$ cat config.mk
export PLATFORM = sky130hd
export DESIGN_NAME = conv_mac_accumulator
export DESIGN_NICKNAME = d
export VERILOG_FILES = /design/src/rtl/cnn_pkg.sv /design/src/rtl/cnn_requant.sv /design/src/rtl/conv_mac_accumulator.sv
export SDC_FILE = /design/constraint.sdc
export NUM_CORES = 1
export LEC_CHECK = 0
export BUFFER_PORTS_ARGS = -buffer_cell sky130_fd_sc_hd__buf_2
export CAP_MARGIN = 40
export CORE_MARGIN = 2
export CORE_UTILIZATION = 50
export DETAILED_ROUTE_END_ITERATION = 12
export PLACE_DENSITY = 0.69
export SETUP_SLACK_MARGIN = 0.15
export SLEW_MARGIN = 40
export SYNTH_ARGS = -nofsm -noshare
export SYNTH_HDL_FRONTEND = slang
export SYNTH_SLANG_ARGS = --single-unit
$ cat constraint.sdc
create_clock -name clk -period 5.9 [get_ports clk]
set_input_delay 0 -clock clk [delete_from_list [all_inputs] [get_ports clk]]
set_output_delay 0 -clock clk [all_outputs]
set_load 0.03 [all_outputs]
$ cat src/rtl/cnn_pkg.sv
// cnn_pkg: shared widths, MAC state encoding and Q8.8 limits for the convolution datapath
package cnn_pkg;
    localparam int PROD_W    = 32;
    localparam int DATA_W    = 16;
    localparam int ACC_W     = 40;
    localparam int CNT_W     = 10;
    localparam int FRAC_BITS = 8;
    localparam logic signed [DATA_W-1:0] Q_MAX = 16'sh7FFF;
    localparam logic signed [DATA_W-1:0] Q_MIN = 16'sh8000;
    typedef enum logic [1:0] {IDLE, ACCUM, OUTPUT} mac_state_t;
endpackage

$ cat src/rtl/cnn_requant.sv
// cnn_requant: floor shift to Q8.8, saturate, optional ReLU when CONV_MAC_RELU_EN is defined
module cnn_requant
    import cnn_pkg::*;
#(
    parameter int IN_W = ACC_W
) (
    input  logic signed [IN_W-1:0]   acc,
    output logic        [DATA_W-1:0] data,
    output logic                     sat
);
    localparam logic signed [IN_W-1:0] MAX_EXT = {{(IN_W-DATA_W){Q_MAX[DATA_W-1]}}, Q_MAX};
    localparam logic signed [IN_W-1:0] MIN_EXT = {{(IN_W-DATA_W){Q_MIN[DATA_W-1]}}, Q_MIN};
    logic signed [IN_W-1:0] shifted;
    logic hi, lo;
    // Arithmetic shift floors toward minus infinity; then clip to the Q8.8 range
    always_comb begin
        shifted = acc >>> FRAC_BITS;
        hi = shifted > MAX_EXT;
        lo = shifted < MIN_EXT;
`ifdef CONV_MAC_RELU_EN
        data = hi ? Q_MAX : shifted[IN_W-1] ? '0 : shifted[DATA_W-1:0];
        sat  = hi;
`else
        data = hi ? Q_MAX : lo ? Q_MIN : shifted[DATA_W-1:0];
        sat  = hi | lo;
`endif
    end
endmodule

$ cat src/rtl/conv_mac_accumulator.sv
// conv_mac_accumulator: bias-seeded product accumulation with Q8.8 requantized output (ReLU via CONV_MAC_RELU_EN)
module conv_mac_accumulator
    import cnn_pkg::*;
(
    input  logic              clk,
    input  logic              rst,
    input  logic              start,
    input  logic [CNT_W-1:0]  num_terms,
    input  logic [DATA_W-1:0] bias,
    input  logic              in_valid,
    output logic              in_ready,
    input  logic [PROD_W-1:0] product,
    output logic              out_valid,
    input  logic              out_ready,
    output logic [DATA_W-1:0] out_data,
    output logic              sat_flag,
    output logic              busy
);
    mac_state_t state;
    logic [ACC_W-1:0]  acc, sum, bias_q, rq_in;
    logic [CNT_W-1:0]  cnt, terms;
    logic [DATA_W-1:0] rq_data;
    logic              rq_sat, accept, last;

    assign in_ready  = state == ACCUM;
    assign out_valid = state == OUTPUT;
    assign busy      = state != IDLE;
    assign accept    = in_valid && in_ready;
    assign last      = cnt == terms - CNT_W'(1);
    assign bias_q    = {{(ACC_W-DATA_W-FRAC_BITS){bias[DATA_W-1]}}, bias, {FRAC_BITS{1'b0}}};
    assign sum       = acc + {{(ACC_W-PROD_W){product[PROD_W-1]}}, product};
    // In IDLE the only possible result is the bias alone (zero-term pixel)
    assign rq_in     = state == IDLE ? bias_q : sum;

    cnn_requant #(.IN_W(ACC_W)) u_requant (
        .acc  (rq_in),
        .data (rq_data),
        .sat  (rq_sat)
    );

    // Pixel sequencing: seed with bias, accumulate beats, hold result until taken
    always_ff @(posedge clk) begin
        if (rst) begin
            state    <= IDLE;
            acc      <= '0;
            cnt      <= '0;
            terms    <= '0;
            out_data <= '0;
            sat_flag <= 1'b0;
        end else begin
            case (state)
                IDLE: if (start) begin
                    terms <= num_terms;
                    cnt   <= '0;
                    acc   <= bias_q;
                    if (num_terms == '0) begin
                        out_data <= rq_data;
                        sat_flag <= rq_sat;
                        state    <= OUTPUT;
                    end else begin
                        state <= ACCUM;
                    end
                end
                ACCUM: if (accept) begin
                    acc <= sum;
                    cnt <= cnt + CNT_W'(1);
                    if (last) begin
                        out_data <= rq_data;
                        sat_flag <= rq_sat;
                        state    <= OUTPUT;
                    end
                end
                OUTPUT: if (out_ready) state <= IDLE;
                default: state <= IDLE;
            endcase
        end
    end
endmodule
* After elaboration in Yosys (flattened, before gate mapping)
Index checks and enable logic that the tools add are counted.
** Operators by class
- Mux-type cells :: 25
- Add/sub/neg operators :: 3
- Reduce and logical (&&, ||, !) cells :: 9
- Equal/unequal tests :: 8
- $lt $le $gt $ge :: 2
- Bitwise operators :: 1
** Operators with widths (number)
- two-way mux 40 bit :: 3
- two-way mux 16 bit :: 6
- case mux 40 bit (2 select lines) :: 1
- adder 40 bit :: 1
- greater-than comparator 32 x 16 -> 1 bit, second input constant :: 1
- < comparator 32 x 16 -> 1 bit, second input constant :: 1
- case mux 16 bit (2 select lines) :: 1
- two-way mux 10 bit :: 2
- case mux 10 bit (2 select lines) :: 1
- adder 10 x 1 -> 10 bit, second input constant :: 1
- == test 10 bit :: 1
- zero test 10 bit :: 1
- two-way mux 2 bit :: 5
- subtractor 10 x 1 -> 10 bit, second input constant :: 1
- != test 2 x 1 -> 1 bit, second input constant :: 4
- case mux 2 bit (3 select lines) :: 1
- AND reduction 5 bit :: 1
- two-way mux 1 bit :: 4
- AND reduction 4 bit :: 1
- nonzero test 2 bit :: 2
- AND reduction 3 bit :: 1
- == test 2 x 1 -> 1 bit, second input constant :: 1
- == test 2 bit, second input constant :: 1
- zero test 2 bit :: 1
- other kinds (5) :: 5
** Word-level totals
- Logic and storage cells :: 54
- Register bits :: 79

* Depth between registers and ports, before layout
Gate-level depths: netlist (run 1).
- Depth after elaboration :: 8
- Depth in mapped cells :: 13
- Depth with buffers taken out :: 12

* Hierarchy
A second synthesis (run 1) with hierarchy kept.
** Second synthesis, totals
- Cell total of the unflattened synthesis :: 808
- Area total of the unflattened synthesis :: 6059.6 µm²
** Modules (own cells, without submodules)
- conv_mac_accumulator :: cells an instance 779, times used 1, area each 5821.8 µm²
- cnn_requant :: cells an instance 29, times used 1, area each 237.7 µm²

* Worst setup path before layout (run 1)
OpenSTA, ideal clock, no wires.
- Path type :: flip-flop to flip-flop
- Start :: register acc[0]
- End :: register out_data[0]
- Path buffers :: 1
- Cell stages (with the launch flop) :: 14
- Clock period less this slack :: 3.466 ns
- Arrival time :: 3.392 ns
- Setup slack :: 2.434 ns
- Cells stage by stage :: dfxtp_1 -> ha_1 -> fa_1 -> a21o_2 -> a221o_2 -> a22o_1 -> or4_4 -> a41oi_2 -> xnor2_1 -> nand4_2 -> nor4_4 -> buf_6 -> o211ai_1 -> a31oi_2
** On the way
- Cells in the longest elaborated chain, start to end :: 8
** RTL lines
- start, declared :: RTL line conv_mac_accumulator.sv:20 : logic [ACC_W-1:0] acc, sum, bias_q, rq_in;
- start signal, assigned :: RTL line conv_mac_accumulator.sv:55 : acc <= bias_q;
- start signal, assigned :: RTL line conv_mac_accumulator.sv:65 : acc <= sum;
- adder 40 bit * :: RTL line conv_mac_accumulator.sv:31 : assign sum = acc + {{(ACC_W-PROD_W){product[PROD_W-1]}}, product};
- two-way mux 40 bit * :: RTL line conv_mac_accumulator.sv:33 : assign rq_in = state == IDLE ? bias_q : sum;
- < comparator 32 x 16 -> 1 bit :: RTL line cnn_requant.sv:19 : lo = shifted < MIN_EXT;
- two-way mux 16 bit :: RTL line cnn_requant.sv:24 : data = hi ? Q_MAX : lo ? Q_MIN : shifted[DATA_W-1:0];
- two-way mux 16 bit * :: RTL line cnn_requant.sv:24
- two-way mux 16 bit (on tied branches) :: RTL line conv_mac_accumulator.sv:67, conv_mac_accumulator.sv:56
- two-way mux 16 bit (on tied branches) :: RTL line conv_mac_accumulator.sv:64, conv_mac_accumulator.sv:52
- case mux 16 bit (2 select lines) * :: RTL line conv_mac_accumulator.sv:51 : case (state)
- end signal, assigned :: RTL line conv_mac_accumulator.sv:57 : out_data <= rq_data;
- end signal, assigned :: RTL line conv_mac_accumulator.sv:68 : out_data <= rq_data;
- end, declared :: RTL line conv_mac_accumulator.sv:15 : output logic [DATA_W-1:0] out_data,
Every way passes the cells marked *; elsewhere a longest branch is shown, timed or not. The select of a mux whose other input is x is not followed.
A chain may end at the register's enable or synchronous reset.

* Worst setup path after layout (run 1)
- Start :: register acc[0]
- End :: register out_data[14]
The elaborated chain is that of the path after synthesis.

==> metrics.md, run 1 <==
| Metric | Value |
|---|---|
| Antenna cells | `0` |
| Hpwl dp | `~15,000 µm` |
| Period minus WS final | `roughly 4.3 ns` |
| 1st-pass router iterations | `5` |
| Placeable Area | `between 10,000 and 15,000 µm²` |
| Status | `finished clean` |
| I/O pin total | `slightly above 80` |
| Routed vias | `around 6,600` |
| Initial antenna violation count | `0` |
| Setup total negative slack | `0 ns` |
| # H-tree levels | `3` |
| Post-CTS sizing | `0` |
| Setup crit start kind | `register` |
| Max Clock Freq | `0.234 GHz` |
| Die Ht | `about 120 µm` |
| Vias in the first global route | `roughly 6,300` |
| Area of the multi-input gates | `around 4400 µm²` |
| Seq/Total Area, Yosys | `about a quarter` |
| Total global-route track usage | `between 30% and 40%` |
| Layout Skew | `~0.0093 ns` |
| Crit-path max cell delay | `slightly above 0.5 ns` |
| Slew Limit Fails | `0` |
| CP Cell Sequence | `ha_1 -> fa_1 -> a21o_2 -> a221o_2 -> a41oi_4 -> o21ai_4 -> a2111oi_2 -> a311oi_4 -> a2111oi_1 -> nand4_1 -> nand2_2 -> a31oi_1` |
| Clock buffer depth | `2` |
| CTS tree | `yes` |
| Full die area | `between 10,000 and 15,000 µm²` |
| Unrepaired setup endpoints after global routing | `false` |
| Final net count | `roughly 1,000` |
| Most frequent cells in the layout | `a21oi_1 (108), nand2_1 (107), buf_2 (82)` |
| Residual DRC | `0` |
| FF-to-FF setup slack | `between 1.5 and 2 ns` |
| Gate Count Post-Synth | `approximately 810` |
| Cell Pwr Density | `about 270 nW/µm²` |
| Grt total ovfl | `0` |
| WL per Instance | `19.4 µm` |
| Worst-path maximum fanout | `14` |
| Worst skew pair latency | `0.35 ns` |
| Synth warnings | `0` |
| Worst slew pin tran | `between 0.8 and 0.9 ns` |
| Commonest non-fill, non-tap cell in the layout | `a21oi_1` |
| Vias per inst | `~6.2` |
| Largest net degree at the start of global routing | `56` |
| Ys flop type | `dfxtp_1` |
| Layout area overhead | `15.6%` |
| First-pass GRT wire length | `around 32,000 µm` |
| Clk sink count | `79` |
| Reg2reg start | `acc[0]$_SDFFE_PP0P_` |
| CTS root buf | `clkbuf_16` |
| Ratio of cells with drive above 1 in the final layout | `about 15%` |
| Worst slew margin | `between 40% and 50%` |
| Crit path launch | `acc[0]$_SDFFE_PP0P_` |
| Flops & latches, synth | `between 70 and 80` |
| Critical path class | `register to register` |
| Clk slew on worst S/H paths | `0.07 ns` |
| CTS buffer count | `9` |
| P_leak | `between 0.002 and 0.003 µW` |
| Max-cap violations | `0` |
| Site Rows | `40` |
| Die width | `between 100 and 150 µm` |
| Cell family contributing the most delay on the critical path | `compound AO/OA/AOI/OAI gates` |
| Register-to-Register Path Depth | `12` |
| WP depth | `12` |
| Slowest cell on crit path | `a2111oi_1` |
| WP data required | `6.12 ns` |
| Net Count, Synth | `between 900 and 1,000` |
| Synth top area cells | `dfxtp_1 (25%), a21oi_1 (8.7%), ha_1 (8.2%)` |
| CP bufs+invs | `0` |
| Post-synth cell types | `slightly below 80` |
| Total power | `about 1900 µW` |
| Initial detailed-routing violation count | `just over 700` |
| Final setup fails | `0` |
| Post-DRT Antenna Nets | `0` |
| Setup crit end | `out_data[14]$_SDFFE_PP0P_` |
| CP endpoint kind | `register` |
| Post-synth EDFFs | `0` |
| Port Buffers | `82` |
| Share of the synthesized area in the top cell type | `around a quarter` |
| Peak VDD IR | `about 140 µV` |
| Avg Cell Area, Syn | `about 7.7 µm²` |
| R2R Path End | `out_data[14]$_SDFFE_PP0P_` |
| DRT Wirelength | `slightly above 20,000 µm` |
| Final Hold Viols | `0` |
| Placer Congestion | `0.971` |
| Mapped Area | `between 6000 and 7000 µm²` |
| Crit share post-route | `72.4%` |
| Hold/Removal Path Class | `input pin to register` |
| FF+latch area | `1580 µm²` |
| Post-CTS setup buffers | `0` |
| Fillers | `about 1,100` |
| Area leader, netlist | `dfxtp_1` |
| Ys async rst share | `0%` |
| Crit path DAT | `around 4.5 ns` |
| Starting Density | `51.5%` |
metrics by stage:
stage | instances | utilization, % | hold WS [ns] | area, µm² | setup WS [ns]
final | 1059 | 59.5 | 0.0323 | 7200 | 1.63
after global routing | 1059 | 59.5 | 0.0660 | 7200 | 1.49
after CTS | 1058 | 59.4 | 0.0352 | 7200 | 1.63
after detailed placement | 1016 | 54.9 | 0.265 | 6660 | 1.64
after global placement | 1016 | 54.9 | 0.263 | 6650 | 1.68
after floorplan | 809 | - | 0.136 | 6230 | 2.43
power by group:
group	internal (µW)	switching, µW
clock	289	252
sequential	582	33.0
combinational	274	497
cell usage after synthesis, types with 8 or more instances:
master	instances
clkbuf_1	38
a31oi_1	10
ha_1	41
inv_1	8
nor3_1	15
xnor2_1	31
a211oi_1	9
a221oi_1	15
o211ai_1	21
nor2_1	70
xor2_1	19
nand4_1	18
dfxtp_1	79
nand3_1	18
a21o_1	14
a22oi_1	25
and3_1	11
a21oi_1	108
o21a_1	11
nand2_1	107
o21ai_0	31
per-layer routing:
metal / GRT usage [%] / part of all wire [%] / up-vias
li1: - / - / 3172
met1: 37.6 / 43 / 3067
met2: 52.7 / 47 / 299
met3: 4.92 / 7.0 / 47
met4: 14.4 / 3.7 / 0
met5: 0 / 0 / -
cells by family after synthesis:
| kind of cell | synth area share [%] |
|---|---|
| adder cells (fa/ha/maj) | 8.55 |
| buffers and inverters | 4.52 |
| multiplexers | 0.361 |
| XOR/XNOR | 7.03 |
| AND/OR/NAND/NOR | 21.5 |
| flip-flops | 25.4 |
| AO/OA/AOI/OAI | 32.7 |
worst reg2reg max path: cells and delay by family, from the launching register on:
kind            cells  cell delay (ns)
flops               1             0.31
simple gates        2             0.84
compound gates      8             2.36
fa+ha+maj           2             0.63
timing repair:
action                                  4_1_cts  5_1_grt
endpoints found under the hold margin        38        0
hold buffers                                 26        0
endpoints found under the setup margin        0        0
worst min-delay path by stage:
stage                            start                     to  slack, ns  depth (start not counted)
after floorplan           num_terms[9]  terms[9]$_SDFFE_PP0P_       0.14                          2
after global placement    num_terms[2]  terms[2]$_SDFFE_PP0P_       0.26                          3
after detailed placement  num_terms[2]  terms[2]$_SDFFE_PP0P_       0.26                          3
after CTS                   product[0]    acc[0]$_SDFFE_PP0P_       0.04                          4
after global routing        product[0]    acc[0]$_SDFFE_PP0P_       0.07                          4
final                       product[0]    acc[0]$_SDFFE_PP0P_       0.03                          4
sequential cells by signal, summed over array words and instances, names as in the netlist:
register  count
acc          40
out_data     16
cnt          10
terms        10
state         2
sat_flag      1
area by class of cell:
cell class              count  share of cell area, %
well taps                 168                   2.92
flip-flops and latches     79                   22.0
multi-input cells         672                   60.7
repair buffers            115                   10.0
clock inverters             7                  0.782
clock buffers               9                   3.13
inverters                   9                  0.469
(Power assumes the default switching activity.)
==> run 2: changes to the inputs <==
PLACE_DENSITY = 0.71   (was 0.69)
clock period = 3.5 ns   (was 5.9 ns; I/O delays follow)
==> run 2 against run 1 <==
  * Clock power increased by 110%
  * Utilization up 5.4 points
  * Die area unchanged
  * Sequential power increased by 69%
  * Routed wire length up 1.2%
  * The flow now finishes with violations (setup timing)
  * Critical endpoint is now out_data[0]$_SDFFE_PP0P_
  * Power rose by 87%
  * Largest power group unchanged
==> metrics.md, run 2 (synthesis gave the netlist of run 1 again) <==
| Metric | Value |
|---|---|
| Die width | `116 µm (unchanged)` |
| Final setup fails | `1 (+1)` |
| FF-to-FF setup slack | `-0.005 ns (-1.64 ns)` |
| WP data required | `3.78 ns (-2.34 ns)` |
| Worst slew margin | `50.0% (+9.3 points)` |
| Crit-path max cell delay | `0.42 ns (-0.09 ns)` |
| Fin worst setup slack | `-0.00536 ns (-1.64 ns)` |
| Max-cap violations | `0 (unchanged)` |
| Routed vias | `6,843 (+3.9%)` |
| WL per Instance | `18.8 µm (-3.2%)` |
| Critical path class | `register to register` |
| Reg power frac | `28.8% (-3.1 points)` |
| R2R Path End | `out_data[0]$_SDFFE_PP0P_` |
| Clock buffer depth | `2 (unchanged)` |
| Final net count | `1,040 (+4.9%)` |
| Antenna cells | `0 (unchanged)` |
| Worst-path maximum fanout | `8 (-6)` |
| Vias per inst | `6.18 (-0.68%)` |
| I/O pin total | `83 (unchanged)` |
| Vias in the first global route | `6,417 (+2.6%)` |
| First-pass GRT wire length | `32,700 µm (+2.7%)` |
| Clk sink count | `79 (unchanged)` |
| Status | `finished with violations` |
| 1st-pass router iterations | `6 (+1)` |
| Peak VDD IR | `268 µV (+88%)` |
| Max reg flops | `40 (unchanged)` |
| Clk slew on worst S/H paths | `0.07 ns (about the same)` |
| DRT Wirelength | `20,800 µm (+1.2%)` |
| Hold/Removal Path Class | `input pin to register` |
| Reg2reg start | `acc[0]$_SDFFE_PP0P_` |
| # H-tree levels | `3 (unchanged)` |
| Total global-route track usage | `31.3% (+0.61 points)` |
| Worst skew pair latency | `0.35 ns (about the same)` |
| Die Ht | `116 µm (unchanged)` |
| Clock network fraction of design power | `31.1% (+3.0 points)` |
| CTS buffer count | `9 (unchanged)` |
| Cell mode on critical path | `a21oi_1` |
| Total power | `3600 µW (+87%)` |
| Full die area | `13,400 µm² (unchanged)` |
| Cell Pwr Density | `458 nW/µm² (+71%)` |
| CP bufs+invs | `3 (+3)` |
| Max Clock Freq | `0.285 GHz (+22%)` |
| Ratio of cells with drive above 1 in the final layout | `21.6% (+6.1 points)` |
| P_int | `2250 µW (+97%)` |
| Layout area overhead | `26.0%` |
| Final core utilization | `64.8% (+5.4 points)` |
| Register-to-Register Path Depth | `15 (+3)` |
| CP Cell Sequence | `ha_4 -> fa_2 -> a21o_2 -> a221o_2 -> a22oi_1 -> buf_4 -> a21oi_1 -> a21oi_1 -> xnor2_1 -> nand4_1 -> nor4_4 -> buf_6 -> buf_12 -> o211ai_1 -> a31oi_2` |
| Initial detailed-routing violation count | `664 (-6.6%)` |
| CTS tree | `yes` |
| P_leak | `0.00324 µW (+11%)` |
| Top reg by flops | `acc` |
| Commonest non-fill, non-tap cell in the layout | `nand2_1` |
| Placer Congestion | `0.955 (-1.7%)` |
| Crit share post-route | `100% (+28 points)` |
| Placeable Area | `12,100 µm² (unchanged)` |
| Cell family contributing the most delay on the critical path | `compound AO/OA/AOI/OAI gates` |
| Period minus WS final | `3.51 ns (-0.764 ns)` |
| Switching Power | `1350 µW (+73%)` |
| Setup crit end | `out_data[0]$_SDFFE_PP0P_` |
| CTS root buf | `clkbuf_16` |
| Layout Skew | `0.0115 ns (+0.00218 ns)` |
| Residual DRC | `0 (unchanged)` |
| Grt total ovfl | `0 (unchanged)` |
| Setup total negative slack | `-0.00536 ns (-0.00536 ns)` |
| Setup crit start kind | `register` |
| Most frequent cells in the layout | `nand2_1 (107), a21oi_1 (103), buf_2 (82)` |
| Biggest regs | `acc (40), out_data (16)` |
| Switching Share | `37.5% (-3.1 points)` |
| Comb pwr share | `40.0% (about the same)` |
| Largest net degree at the start of global routing | `56 (unchanged)` |
| Crit path DAT | `3.78 ns (-0.71 ns)` |
| Port Buffers | `82 (unchanged)` |
| Worst slew pin tran | `0.749 ns (-0.139 ns)` |
| Unrepaired setup endpoints after global routing | `true` |
| Crit path launch | `acc[0]$_SDFFE_PP0P_` |
| Final Hold Viols | `0 (unchanged)` |
| Place WS | `-0.119 ns (-1.76 ns)` |
| Starting Density | `51.5% (unchanged)` |
| WP depth | `15 (+3)` |
| CP endpoint kind | `register` |
| Failing checks | `setup timing` |
| Slowest cell on crit path | `a221o_2` |
| Post-DRT Antenna Nets | `0 (unchanged)` |
| Initial antenna violation count | `0 (unchanged)` |
| Site Rows | `40 (unchanged)` |
| Slew Limit Fails | `0 (unchanged)` |
| Hpwl dp | `15,600 µm (+0.81%)` |
-- run 2: worst min path at each step --
stage	startpoint	cells past startpoint	endpoint	slack [ns]
after floorplan	num_terms[9]	2	terms[9]$_SDFFE_PP0P_	0.14
after global placement	num_terms[2]	3	terms[2]$_SDFFE_PP0P_	0.26
after detailed placement	num_terms[2]	3	terms[2]$_SDFFE_PP0P_	0.27
after CTS	product[0]	4	acc[0]$_SDFFE_PP0P_	0.05
after global routing	product[0]	4	acc[0]$_SDFFE_PP0P_	0.1
final	in_valid	4	state[0]$_SDFFE_PP0P_	0.06
-- run 2: power by group through the flow --
stage	clock (µW)	combinational (µW)	sequential [µW]
after detailed placement	0	1350	1060
after global placement	0	1330	1050
final	1120	1440	1040
after CTS	1140	1410	1040
after global routing	1170	1560	1050
after floorplan	0	891	1090
-- run 2: per-layer routing --
metal / GRT usage [%] / vias to the layer above / share of wire [%]
li1: - / 3276 / -
met1: 38.9 / 3203 / 42
met2: 53.5 / 308 / 48
met3: 5.86 / 56 / 6.9
met4: 12.4 / 0 / 3.4
met5: 0 / - / 0
-- run 2: layout make-up --
type                            count  area, µm²
Clock buffer                       10        229
Clock inverter                      6        118
Fill cell                        1073       4260
Inverter                            9       33.8
Multi-Input combinational cell    672       4510
Sequential cell                    79       1580
Tap cell                          168        210
Timing Repair Buffer              164       1170
-- run 2: worst reg2reg max path: cells and delay by family (launching register included) --
kind | cells | cell delay [ns]
buf+inv | 3 | 0.47
simple gates | 2 | 0.52
compound gates | 7 | 1.38
fa+ha+maj | 2 | 0.49
xor+xnor | 1 | 0.25
flops | 1 | 0.34
-- run 2: stage by stage --
| stage | cell area (µm²) | cells | hold slack [ns] |
|---|---|---|---|
| after global placement | 7070 | 1061 | 0.263 |
| after CTS | 7800 | 1106 | 0.0546 |
| after detailed placement | 7070 | 1061 | 0.272 |
| after global routing | 7850 | 1108 | 0.0957 |
| after floorplan | 6260 | 809 | 0.136 |
| final | 7850 | 1108 | 0.0585 |
-- run 2: timing repair --
| action | CTS | global route |
|---|---|---|
| buffers inserted | 2 | 2 |
| endpoints found under the hold margin | 38 | 0 |
| setup endpoints to repair | 17 | 17 |
| cloned | 1 | 0 |
| pin swaps | 18 | 17 |
| gates resized for setup | 14 | 11 |
| hold buffers | 26 | 0 |
